### config.mk
export PLATFORM = sky130hd
export DESIGN_NAME = pipe_stage_reg
export DESIGN_NICKNAME = d
export VERILOG_FILES = /design/src/rtl/pipe_stage_reg.sv
export SDC_FILE = /design/constraint.sdc
export NUM_CORES = 1
export LEC_CHECK = 0
export ABC_CLOCK_PERIOD_IN_PS = 4900
export BUFFER_PORTS_ARGS = -buffer_cell sky130_fd_sc_hd__buf_4
export CAP_MARGIN = 20
export CORE_MARGIN = 1
export CORE_UTILIZATION = 46
export CTS_BUF_LIST = sky130_fd_sc_hd__clkbuf_16
export DETAILED_ROUTE_END_ITERATION = 12
export HOLD_SLACK_MARGIN = 0.08
export PLACE_DENSITY = 0.78
export SYNTH_ARGS = -nofsm -noshare
export SYNTH_HDL_FRONTEND = slang
export SYNTH_SLANG_ARGS = --single-unit
### constraint.sdc
create_clock -name clk -period 4.9 [get_ports clk]
set_clock_uncertainty 0.1 [all_clocks]
set_input_delay 0.735 -clock clk [delete_from_list [all_inputs] [get_ports clk]]
set_output_delay 0.735 -clock clk [all_outputs]
set_load 0.02 [all_outputs]
### src/rtl/pipe_stage_reg.sv
// pipe_stage_reg: parametrised pipeline stage register with valid/ready
// handshaking, stall hold, synchronous flush and an optional 2-entry skid
// buffer. Sits at every stage boundary (IF/ID, ID/EX, EX/MEM, MEM/WB).
//
// Ports:
//   clk, rst_n     rising-edge clock, asynchronous active-low reset
//   flush          synchronous clear; drops held entries and any same-cycle input
//   stall          freeze: no accept, no release, out_valid/in_ready forced low
//   in_valid/in_data/in_ready     upstream handshake (WIDTH-bit payload)
//   out_valid/out_data/out_ready  downstream handshake; out_data = NOP_VALUE when empty
//   occupancy      entries held (0..1 with SKID=0, 0..2 with SKID=1)
//   flush_drops    saturating count of valid entries discarded by flush
module pipe_stage_reg #(
    parameter int unsigned      WIDTH     = 64,
    parameter int unsigned      SKID      = 0,
    parameter logic [WIDTH-1:0] NOP_VALUE = '0,
    parameter int unsigned      CNT_W     = 8
) (
    input  logic             clk,
    input  logic             rst_n,
    input  logic             flush,
    input  logic             stall,
    input  logic             in_valid,
    input  logic [WIDTH-1:0] in_data,
    output logic             in_ready,
    output logic             out_valid,
    output logic [WIDTH-1:0] out_data,
    input  logic             out_ready,
    output logic [1:0]       occupancy,
    output logic [CNT_W-1:0] flush_drops
);

    // Encoding equals the number of held entries, so occupancy is the state.
    typedef enum logic [1:0] {
        ST_EMPTY = 2'd0,
        ST_ONE   = 2'd1,
        ST_TWO   = 2'd2
    } state_t;

    state_t           state_q, state_d;
    logic [WIDTH-1:0] head_q, head_d;
    logic [WIDTH-1:0] skid_q, skid_d;
    logic [CNT_W-1:0] drops_q, drops_d;

    logic             accept;
    logic             rel;
    logic [CNT_W+1:0] drops_sum;

    // Outputs. in_ready is held low while reset is asserted; state_q is
    // already EMPTY then, so the remaining outputs follow asynchronously.
    always_comb begin
        if (SKID != 0) begin
            // Depends only on registered state: no path from out_ready.
            in_ready = rst_n & ~stall & (state_q != ST_TWO);
        end else begin
            // Full throughput: a full stage accepts when the head leaves.
            in_ready = rst_n & ~stall & ((state_q == ST_EMPTY) | out_ready);
        end
        out_valid   = ~stall & (state_q != ST_EMPTY);
        out_data    = (state_q == ST_EMPTY) ? NOP_VALUE : head_q;
        occupancy   = state_q;
        flush_drops = drops_q;
    end

    always_comb begin
        state_d = state_q;
        head_d  = head_q;
        skid_d  = skid_q;
        drops_d = drops_q;

        // Flush overrides both handshakes.
        accept = in_valid & in_ready & ~flush;
        rel    = out_valid & out_ready & ~flush;

        // Two guard bits make overflow of the add visible for saturation.
        drops_sum = {2'b00, drops_q} + {{CNT_W{1'b0}}, occupancy};

        if (flush) begin
            state_d = ST_EMPTY;
            if (drops_sum[CNT_W+1:CNT_W] != 2'b00) begin
                drops_d = '1;
            end else begin
                drops_d = drops_sum[CNT_W-1:0];
            end
        end else begin
            // Stall needs no branch here: it already masks accept and rel.
            case (state_q)
                ST_EMPTY: begin
                    if (accept) begin
                        state_d = ST_ONE;
                        head_d  = in_data;
                    end
                end
                ST_ONE: begin
                    if (accept && rel) begin
                        head_d = in_data;
                    end else if (accept) begin
                        // Only reachable with the skid buffer present.
                        if (SKID != 0) begin
                            state_d = ST_TWO;
                            skid_d  = in_data;
                        end
                    end else if (rel) begin
                        state_d = ST_EMPTY;
                    end
                end
                ST_TWO: begin
                    if (rel) begin
                        state_d = ST_ONE;
                        head_d  = skid_q;
                    end
                end
                default: begin
                    state_d = ST_EMPTY;
                end
            endcase
        end
    end

    always_ff @(posedge clk or negedge rst_n) begin
        if (!rst_n) begin
            state_q <= ST_EMPTY;
            head_q  <= NOP_VALUE;
            skid_q  <= NOP_VALUE;
            drops_q <= '0;
        end else begin
            state_q <= state_d;
            head_q  <= head_d;
            skid_q  <= skid_d;
            drops_q <= drops_d;
        end
    end

endmodule
Yosys cells after proc, flatten, opt, wreduce, memory -nomap -nowiden --
Cells that the tools add are included.
Word-level totals: register bits after elaboration 74
Operators by class: add/sub/neg operators 1, reduce and logical (&&, ||, !) cells 7, equality and inequality tests 10, muxes and demuxes 13, bitwise operators 10
Operators with widths (count):
- two-way mux 64 bit | 4
- case mux 64 bit (3 select lines) | 1
- != test 3 bit, second input constant | 5
- two-way mux 2 bit | 6
- AND reduction 5 bit | 2
- adder 8 x 2 -> 9 bit | 1
- two-way mux 8 bit | 1
- AND 1 bit | 7
- != test 2 bit, second input constant | 3
- case mux 2 bit (3 select lines) | 1
- nonzero test 2 bit | 2
- nonzero test 3 bit | 1
- == test 2 x 1 -> 1 bit, second input constant | 1
- == test 2 bit, second input constant | 1
- logical NOT 2 bit | 1
- NOT 1 bit | 2
- logical AND 1 bit | 1
- bitwise OR 1 bit | 1

Logic depth before layout (Yosys ltp) --
Gate-level depths: netlist (run 1).
depth in word-level cells 9, gate-level depth with buffers 5

Worst setup path before layout (run 1) --
Ideal clock, no wire load.
kind input to output, start input port out_ready, end output port in_ready, slack 2.739 ns, path buffers 0, data required time 4.065 ns, stages 2, data arrival time 1.326 ns, cells stage by stage nor2b_1 -> nor3b_1
Between the ends: word-level cells in the longest chain between the ends 2
RTL lines:
- start: declaration | RTL line 28 | input logic out_ready,
- bitwise OR 1 bit | RTL line 57 | in_ready = rst_n & ~stall & ((state_q == ST_EMPTY) | out_ready);
- AND 1 bit | RTL line 57
- end: declaration | RTL line 25 | output logic in_ready,
No other way between the ends.

Final worst setup path (run 1) --
start register state_q[0] (netlist: occupancy[0]), end output port out_data[49]
Between the ends: word-level cells in the longest chain between the ends 2
RTL lines:
- start: declaration | RTL line 40 | state_t state_q, state_d;
- start signal: assignment | RTL line 127 | state_q <= state_d;
- logical NOT 2 bit | RTL line 60 | out_data = (state_q == ST_EMPTY) ? NOP_VALUE : head_q;
- two-way mux 64 bit | RTL line 60
- end: declaration | RTL line 27 | output logic [WIDTH-1:0] out_data,
No other way between the ends.

==> flow_summary.json, run 1 <==
{
  "rsz0062_at_grt": "false",
  "yosys_warnings": 0,
  "h-tree-depth": 3,
  "gp_congestion": 0.7474,
  "drcViolationCount": 0,
  "dieArea_mm2": 0.007582,
  "drive_gt1_share_pct": 53.06,
  "maxSlewHeadroom_pct": 43.85,
  "path_class": "reg2out",
  "via_per_inst": 4.850,
  "firstDrtPassIters": 4,
  "cts_buffers": 9,
  "syn_nets": 332,
  "cts_tree": "yes",
  "grt_pass1_wl_um": 11700,
  "ys_seq_area_share_pct": 54.87,
  "vias": 2449,
  "track_usage_pct": 20.32,
  "finalNetCount": 476,
  "fin_util_pct": 69.00,
  "antenna_cells": 0,
  "antenna_found_initial": 0,
  "dieHeight_um": 87.08,
  "wire_per_inst_um": 14.47,
  "power.density_mw_per_mm2": 387.2,
  "postSynthAreaPerCell_um2": 12.81,
  "cts-root-buf": "clkbuf_16",
  "cp.arrival_ns": 1.82,
  "cts_setup_buffers": 0,
  "synth_flop_cell": "dfrtp_1",
  "finalCritPeriodShare_pct": 54.10,
  "cts.hold.buffers_added": 0,
  "max-cap-violations": 0,
  "overflow": 0,
  "path_clk_slew_ns": 0.06,
  "synth_edf_count": 0,
  "async_flop_share_pct": 100.0,
  "hold_class": "in2async",
  "leakage_nw": 2.338,
  "cts_max_path_buffers": 2,
  "required_ns": 4.07,
  "grt_max_degree": 70,
  "finalCriticalPeriod_ns": 2.651,
  "synth_cells": 260,
  "clkLatencyLatePin_ns": 0.32,
  "reg2regPathDepth": 4,
  "fin_hold_ws_ns": 0.1249,
  "clock-sinks": 73,
  "initial_core_util_pct": 48.21,
  "core-area_mm2": 0.006907,
  "floorplan.rows": 30,
  "die_w_um": 87.08,
  "area_growth_pct": 43.14,
  "ctsResizeCount": 0,
  "drt-total-wl_um": 7309,
  "grt_pass1_vias": 2423,
  "max_freq_ghz": 0.3772,
  "hpwl_um": 5292,
  "io_pins": 146,
  "tns_ns": 0,
  "worstMarginPinSlew_ns": 0.8423,
  "portBuffers": 144,
  "endpoint_kind": "primary output",
  "start_kind": "flip-flop",
  "first_iter_violations": 123,
  "critPathMaxFanout": 45,
  "syn_area_mm2": 0.003329,
  "synth_cell_types": 28,
  "setup-violations-final": 0,
  "antenna_left": 0,
  "slew_viol_final": 0,
  "ys_ff_latch": 73,
  "status": "finished clean",
  "ir_drop_mv": 0.2548,
  "final_hold_viol_count": 0
}
-- where the power goes --
part | switching (mW) | leakage [nW] | internal (mW) | total (mW)
Clock | 0.237 | 0.156 | 0.441 | 0.678
Combinational | 0.147 | 1.30 | 0.196 | 0.343
Sequential | 0.0824 | 0.881 | 0.742 | 0.824
Total | 0.467 | 2.34 | 1.38 | 1.85
-- state kept, by name (all words and copies together), names as in the netlist --
name	count
occupancy	1
head_q	64
flush_drops	8
-- critical path, cell delays in order, from the launching register on --
cell     delay, ns
dfrtp_1       0.72
buf_4         0.42
and2_1        0.20
buf_4         0.14
-- layout by cell type, fill, tap and decap left out, types with 3 or more instances in the layout --
cell type  Yosys  layout
a21oi_1        4       4
buf_4          1     148
nand3_1        5       5
clkinv_2       0       3
dfrtp_1       73      73
clkbuf_16      0       9
o21ai_0        4       4
and2_1        64      64
mux2_1        12      12
inv_1          3       4
mux2_2        53      53
nand2_1        5       5
-- path summary, 6_finish.rpt --
| check | startpoint | endpoint | slack (ns) |
|---|---|---|---|
| worst max-delay path | occupancy[0] | out_data[49] | 2.25 |
| min in group clk | head_q[33] | head_q[33] | 0.38 |
| worst min-delay path | rst_n | occupancy[0] | 0.12 |
| worst min register to register | head_q[33] | head_q[33] | 0.38 |
| max in group asynchronous | rst_n | flush_drops[4] | 3.54 |
| worst max register to register | occupancy[0] | head_q[15] | 2.75 |
-- per-stage QoR --
stage	cells	area [µm²]	power (mW)	setup slack (ns)
6_report	505	4766	1.845	2.249
3_3_place_gp	489	4454	1.165	2.600
5_1_grt	505	4766	1.946	2.051
4_1_cts	505	4766	1.869	2.185
2_1_floorplan	260	3329	1.018	2.739
3_5_place_dp	489	4454	1.181	2.534
-- cell families after synthesis --
group	Yosys count	share of synthesized area [%]
compound gates	10	1.616
xor+xnor	1	0.2631
fa+ha+maj	2	0.7515
buf+inv	18	3.532
flops	73	54.87
mux	67	22.59
other cells	1	0.1126
simple gates	88	16.27
-- per-layer routing --
| layer | share of wire, % | vias up | global-route usage [%] |
|---|---|---|---|
| li1 | - | 1171 | - |
| met1 | 44 | 1178 | 26.05 |
| met2 | 48 | 93 | 32.93 |
| met3 | 7.6 | 7 | 6.540 |
| met4 | 0.83 | 0 | 6.061 |
| met5 | 0 | - | 0 |
-- Yosys cell counts, types with 3 or more instances --
cell type | instances | area [µm²]
clkbuf_1 | 7 | 26.28
buf_6 | 6 | 67.56
nand2_1 | 5 | 18.77
o21ai_0 | 4 | 20.02
nand3_1 | 5 | 25.02
mux2_1 | 12 | 135.1
dfrtp_1 | 73 | 1827
mux2_2 | 53 | 596.8
and2_1 | 64 | 400.4
inv_1 | 3 | 11.26
a21oi_1 | 4 | 20.02
-- area by class of cell --
cell class,instances,area (µm²)
inverters,3,11.26
flip-flops and latches,73,1827
clock buffers,9,225.2
well taps,96,120.1
multi-input cells,169,1385
clock inverters,7,86.33
fillers,511,2141
repair buffers,148,1111
No activity file was read; power rests on OpenSTA's default activity.
==> run 2, diff against run 1 <==
Settings changed: ABC_AREA set to 1, ABC_CLOCK_PERIOD_IN_PS 4900 to 2500, PLACE_DENSITY 0.78 to 0.76.
Clock period 4.9 ns to 2.5 ns, I/O delays scaled along.
==> run 2 against run 1 <==
  * Critical path depth is 1 higher
  * Highest routed layer unchanged
  * Critical path type unchanged
  * Final cell count up 43%
  * Global-route usage rose by 2.5 points
==> flow_summary.json, run 2 <==
{
  "cp.arrival_ns": 1.85,
  "maxSlewHeadroom_pct": 39.45,
  "core-area_mm2": 0.007807,
  "wire_per_inst_um": 13.14,
  "cts-root-buf": "clkbuf_16",
  "yosys_warnings": 0,
  "gp_congestion": 0.7669,
  "clock-sinks": 73,
  "swShare_pct": 28.33,
  "largest_register": "head_q",
  "fin_util_pct": 64.46,
  "synth_cells": 490,
  "yosys.area.top_type": "dfrtp_1",
  "dieHeight_um": 92.26,
  "setup-violations-final": 0,
  "portBuffers": 144,
  "drcViolationCount": 0,
  "synth_cell_types": 20,
  "h-tree-depth": 3,
  "slew_viol_final": 0,
  "antenna_found_initial": 0,
  "status": "finished clean",
  "synth_edf_count": 0,
  "leakage_nw": 3.176,
  "postSynthAreaPerCell_um2": 7.648,
  "initial_core_util_pct": 48.00,
  "path_clk_slew_ns": 0.05,
  "antenna_left": 0,
  "drt-total-wl_um": 9498,
  "p_int_mw": 2.436,
  "endpoint_kind": "primary output",
  "pwr-share-comb_pct": 18.6,
  "fillCellCount": 673,
  "cts_tree": "yes",
  "power.switching_uw": 962.8,
  "power.density_mw_per_mm2": 675.4,
  "cts_max_path_buffers": 2,
  "ir_drop_mv": 0.3729,
  "start_kind": "flip-flop",
  "cts_setup_buffers": 0,
  "cts.hold.buffers_added": 0,
  "max_freq_ghz": 0.4305,
  "synth_top_area_share_pct": 48.75,
  "grt_pass1_vias": 3313,
  "syn_area_mm2": 0.003747,
  "vias": 3559,
  "via_per_inst": 4.923,
  "cts_buffers": 9,
  "async_flop_share_pct": 100.0,
  "tns_ns": 0,
  "fin_ws_ns": 0.1769,
  "finalCriticalPeriod_ns": 2.323,
  "ys_seq_area_share_pct": 48.75,
  "multi_input_area_mm2": 0.001385,
  "overflow": 0,
  "floorplan.rows": 32,
  "ctsResizeCount": 0,
  "synthTopCellsByCount": "206 x nand2_1, 73 x dfrtp_1, 71 x inv_1, 64 x nand4_1, 17 x buf_2",
  "register_area_mm2": 0.001828,
  "die_w_um": 92.26,
  "io_pins": 146,
  "path_class": "reg2out",
  "clkLatencyLatePin_ns": 0.32,
  "power_mw": 3.399,
  "pwr-share-seq_pct": 46.1,
  "yosysMostFrequentCell": "nand2_1",
  "largest_register_ffs": 64,
  "required_ns": 2.03,
  "layout_common_cells": "206 x nand2_1, 151 x buf_4, 74 x inv_1",
  "area_growth_pct": 34.29,
  "critPathMaxFanout": 35,
  "first_iter_violations": 187,
  "final_hold_viol_count": 0,
  "firstDrtPassIters": 5,
  "ys_top_cells_by_area": "dfrtp_1 49%, nand2_1 21%, nand4_1 11%, inv_1 7.1%, buf_6 3.3%",
  "grt_max_degree": 74,
  "hold_class": "in2reg",
  "place_ws_ns": 0.4456,
  "drive_gt1_share_pct": 27.21,
  "rsz0062_at_grt": "false",
  "antenna_cells": 0,
  "dieArea_mm2": 0.008511,
  "syn_nets": 562,
  "synth_flop_cell": "dfrtp_1",
  "ys_ff_latch": 73,
  "track_usage_pct": 22.78,
  "clkPwrFrac_pct": 35.3,
  "finalCritPeriodShare_pct": 92.93,
  "hpwl_um": 6284,
  "final_common_cell": "nand2_1",
  "finalNetCount": 688,
  "max-cap-violations": 0,
  "worstMarginPinSlew_ns": 0.9083,
  "grt_pass1_wl_um": 15280
}
## run 2: per-stage QoR
stage / hold slack [ns] / cells / area, µm²
after floorplan: -0.02059 / 490 / 3747
after global placement: 0.3540 / 707 / 4752
after detailed placement: 0.3584 / 707 / 4752
after CTS: 0.1740 / 723 / 5032
after global routing: 0.1892 / 723 / 5032
final: 0.1863 / 723 / 5032
## run 2: cell families (layout without fill, tap and decap cells)
kind of cell / Yosys count / in the layout / synth area share, %
AND/OR/NAND/NOR: 295 / 295 / 34.99
buffers and inverters: 110 / 241 / 14.29
flip-flops: 73 / 73 / 48.75
AO/OA/AOI/OAI: 9 / 9 / 1.202
adder cells (fa/ha/maj): 2 / 2 / 0.6677
other: 1 / 1 / 0.1001
## run 2: power groups by stage
stage	Clock [mW]	Combinational (mW)	Sequential, mW
finish	1.20	0.632	1.57
detailed placement	0	0.638	1.58
global route	1.28	0.712	1.60
CTS	1.23	0.641	1.57
global placement	0	0.619	1.58
floorplan	0	0.353	1.58
## run 2: area by class of cell
cell class	count	area share (%)
sequential	73	36.33
inverter	74	5.520
tap	102	2.536
clock buffer	9	4.475
timing repair buffer	151	22.53
clock inverter	7	1.094
multi-input combinational	307	27.52
## run 2: metal layers
layer  global-route usage, %  vias to the layer above  share of wire, %
met1                   28.70                     1642                42
li1                        -                     1775                 -
met4                   9.505                        0               1.7
met5                       0                        -                 0
met3                   4.146                       14               5.3
met2                   38.50                      128                51
## run 2: worst paths after layout
kind                                   start           end  slack (ns)  cells past startpoint
worst max-delay path            occupancy[0]  out_data[18]        0.18                      4
worst min-delay path                   flush  occupancy[0]        0.19                      2
worst max register to register  occupancy[0]    head_q[63]        0.45                      6
worst min register to register    head_q[40]    head_q[40]        0.37                      2
max in group asynchronous              rst_n  occupancy[0]        1.44                      2
min in group asynchronous              rst_n    head_q[12]        0.20                      2
## run 2: worst max-delay path: stages (launching register included)
cell	delay (ns)
dfrtp_2	0.75
buf_4	0.45
nand2_1	0.09
inv_1	0.10
buf_4	0.14
==> run 3, diff against run 2 <==
Settings changed: CORE_UTILIZATION 46 to 49, PLACE_DENSITY 0.76 to 0.8.
==> run 3 against run 2 <==
  * Wire length down 1.1%
  * Non-clock buffer count did not move
  * Design area is 0.67% higher
  * Hold slack better by 0.0081 ns
  * Global-route usage increased by 1.9 points
  * Total power increased by 4.6%
  * Sequential power about the same
  * Critical path depth unchanged
  * First-iteration DRC count up 27%
  * Setup slack gained 0.026 ns
  * Sequential cell count is the same
  * Critical path type unchanged
==> flow_summary.json, run 3 (synthesis results as in run 2) <==
{
  "power.density_mw_per_mm2": 702.1,
  "io_pins": 146,
  "h-tree-depth": 3,
  "firstDrtPassIters": 4,
  "tns_ns": 0,
  "core-area_mm2": 0.007331,
  "area_growth_pct": 35.19,
  "ctsResizeCount": 0,
  "rsz0062_at_grt": "false",
  "r2r_start": "occupancy[0]",
  "slew_viol_final": 0,
  "dieArea_mm2": 0.008001,
  "max-cap-violations": 0,
  "drcViolationCount": 0,
  "hpwl_um": 6205,
  "initial_core_util_pct": 51.12,
  "finalNetCount": 688,
  "setup-violations-final": 0,
  "finalCritPeriodShare_pct": 91.87,
  "cts.hold.buffers_added": 0,
  "wire_per_inst_um": 13.05,
  "cts_buffers": 9,
  "path_clk_slew_ns": 0.06,
  "largest_register": "head_q",
  "clkLatencyLatePin_ns": 0.32,
  "endpoint_kind": "primary output",
  "track_usage_pct": 24.68,
  "gp_congestion": 0.7906,
  "status": "finished clean",
  "antenna_cells": 0,
  "start_kind": "flip-flop",
  "dieHeight_um": 89.45,
  "maxSlewHeadroom_pct": 39.34,
  "required_ns": 2.03,
  "cts_max_path_buffers": 2,
  "via_per_inst": 5.068,
  "fillCellCount": 596,
  "final_cells": 720,
  "register_area_mm2": 0.001828,
  "multi_input_area_mm2": 0.001385,
  "cts-root-buf": "clkbuf_16",
  "worstMarginPinSlew_ns": 0.9099,
  "floorplan.rows": 31,
  "reg2regPathDepth": 6,
  "drive_gt1_share_pct": 27.54,
  "layout_common_cells": "206 x nand2_1, 151 x buf_4, 72 x dfrtp_1",
  "final_hold_viol_count": 0,
  "drt-total-wl_um": 9393,
  "final_common_cell": "nand2_1",
  "cts_tree": "yes",
  "reg2reg_slack_ns": 0.43,
  "first_iter_violations": 238,
  "overflow": 0,
  "placed_cells": 704,
  "max_freq_ghz": 0.4354,
  "portBuffers": 144,
  "grt_pass1_vias": 3269,
  "cts_setup_buffers": 0,
  "finalCriticalPeriod_ns": 2.297,
  "clock-sinks": 73,
  "r2r_end": "head_q[19]",
  "antenna_left": 0,
  "leakage_nw": 3.177,
  "vias": 3649,
  "critPathMaxFanout": 35,
  "fin_util_pct": 69.11,
  "antenna_found_initial": 0,
  "hold_class": "in2async",
  "largest_register_ffs": 64,
  "startpoint": "occupancy[0]",
  "die_w_um": 89.45,
  "cp.arrival_ns": 1.82,
  "path_class": "reg2out",
  "grt_max_degree": 74,
  "fin_hold_ws_ns": 0.1944,
  "cp-endpoint": "out_data[2]",
  "grt_pass1_wl_um": 15120,
  "ir_drop_mv": 0.5000
}
-- run 3: power breakdown --
group | internal, mW | total, mW | switching, mW
clock | 0.873 | 1.35 | 0.478
sequential | 1.41 | 1.57 | 0.160
combinational | 0.270 | 0.634 | 0.364
total | 2.55 | 3.56 | 1.00
-- run 3: critical path: stages (launching register included) --
cell	delay (ns)
dfrtp_2	0.72
buf_4	0.44
nand2_1	0.10
inv_1	0.08
buf_4	0.14
-- run 3: area by class of cell --
| cell class | instances | area share (%) |
|---|---|---|
| inverter | 74 | 5.483 |
| clock inverter | 7 | 1.828 |
| tap | 99 | 2.445 |
| clock buffer | 9 | 4.446 |
| multi-input combinational | 307 | 27.34 |
| timing repair buffer | 151 | 22.38 |
| sequential | 73 | 36.08 |
-- run 3: worst min-delay path by stage --
| stage | from | end |
|---|---|---|
| 4_1_cts | in_data[28] | head_q[28] |
| 6_report | rst_n | head_q[10] |
| 5_1_grt | in_data[57] | head_q[57] |
| 3_5_place_dp | head_q[57] | head_q[57] |
| 3_3_place_gp | head_q[47] | head_q[47] |
| 2_1_floorplan | rst_n | flush_drops[0] |
-- run 3: per-stage QoR --
stage | setup WS (ns) | instance area [µm²] | power, mW
after floorplan | 0.9275 | 3747 | 1.935
after global placement | 0.5289 | 4748 | 2.193
after detailed placement | 0.4242 | 4748 | 2.222
after CTS | 0.2005 | 5066 | 3.579
after global routing | 0.07206 | 5066 | 3.745
final | 0.2033 | 5066 | 3.557
-- run 3: routing by layer --
layer  GRT usage [%]  part of all wire [%]  wire [µm]
met1           32.64                    43       4027
met2           40.74                    49       4628
met3           4.063                   5.5        513
met4           9.812                   2.4        223
met5               0                     0          0
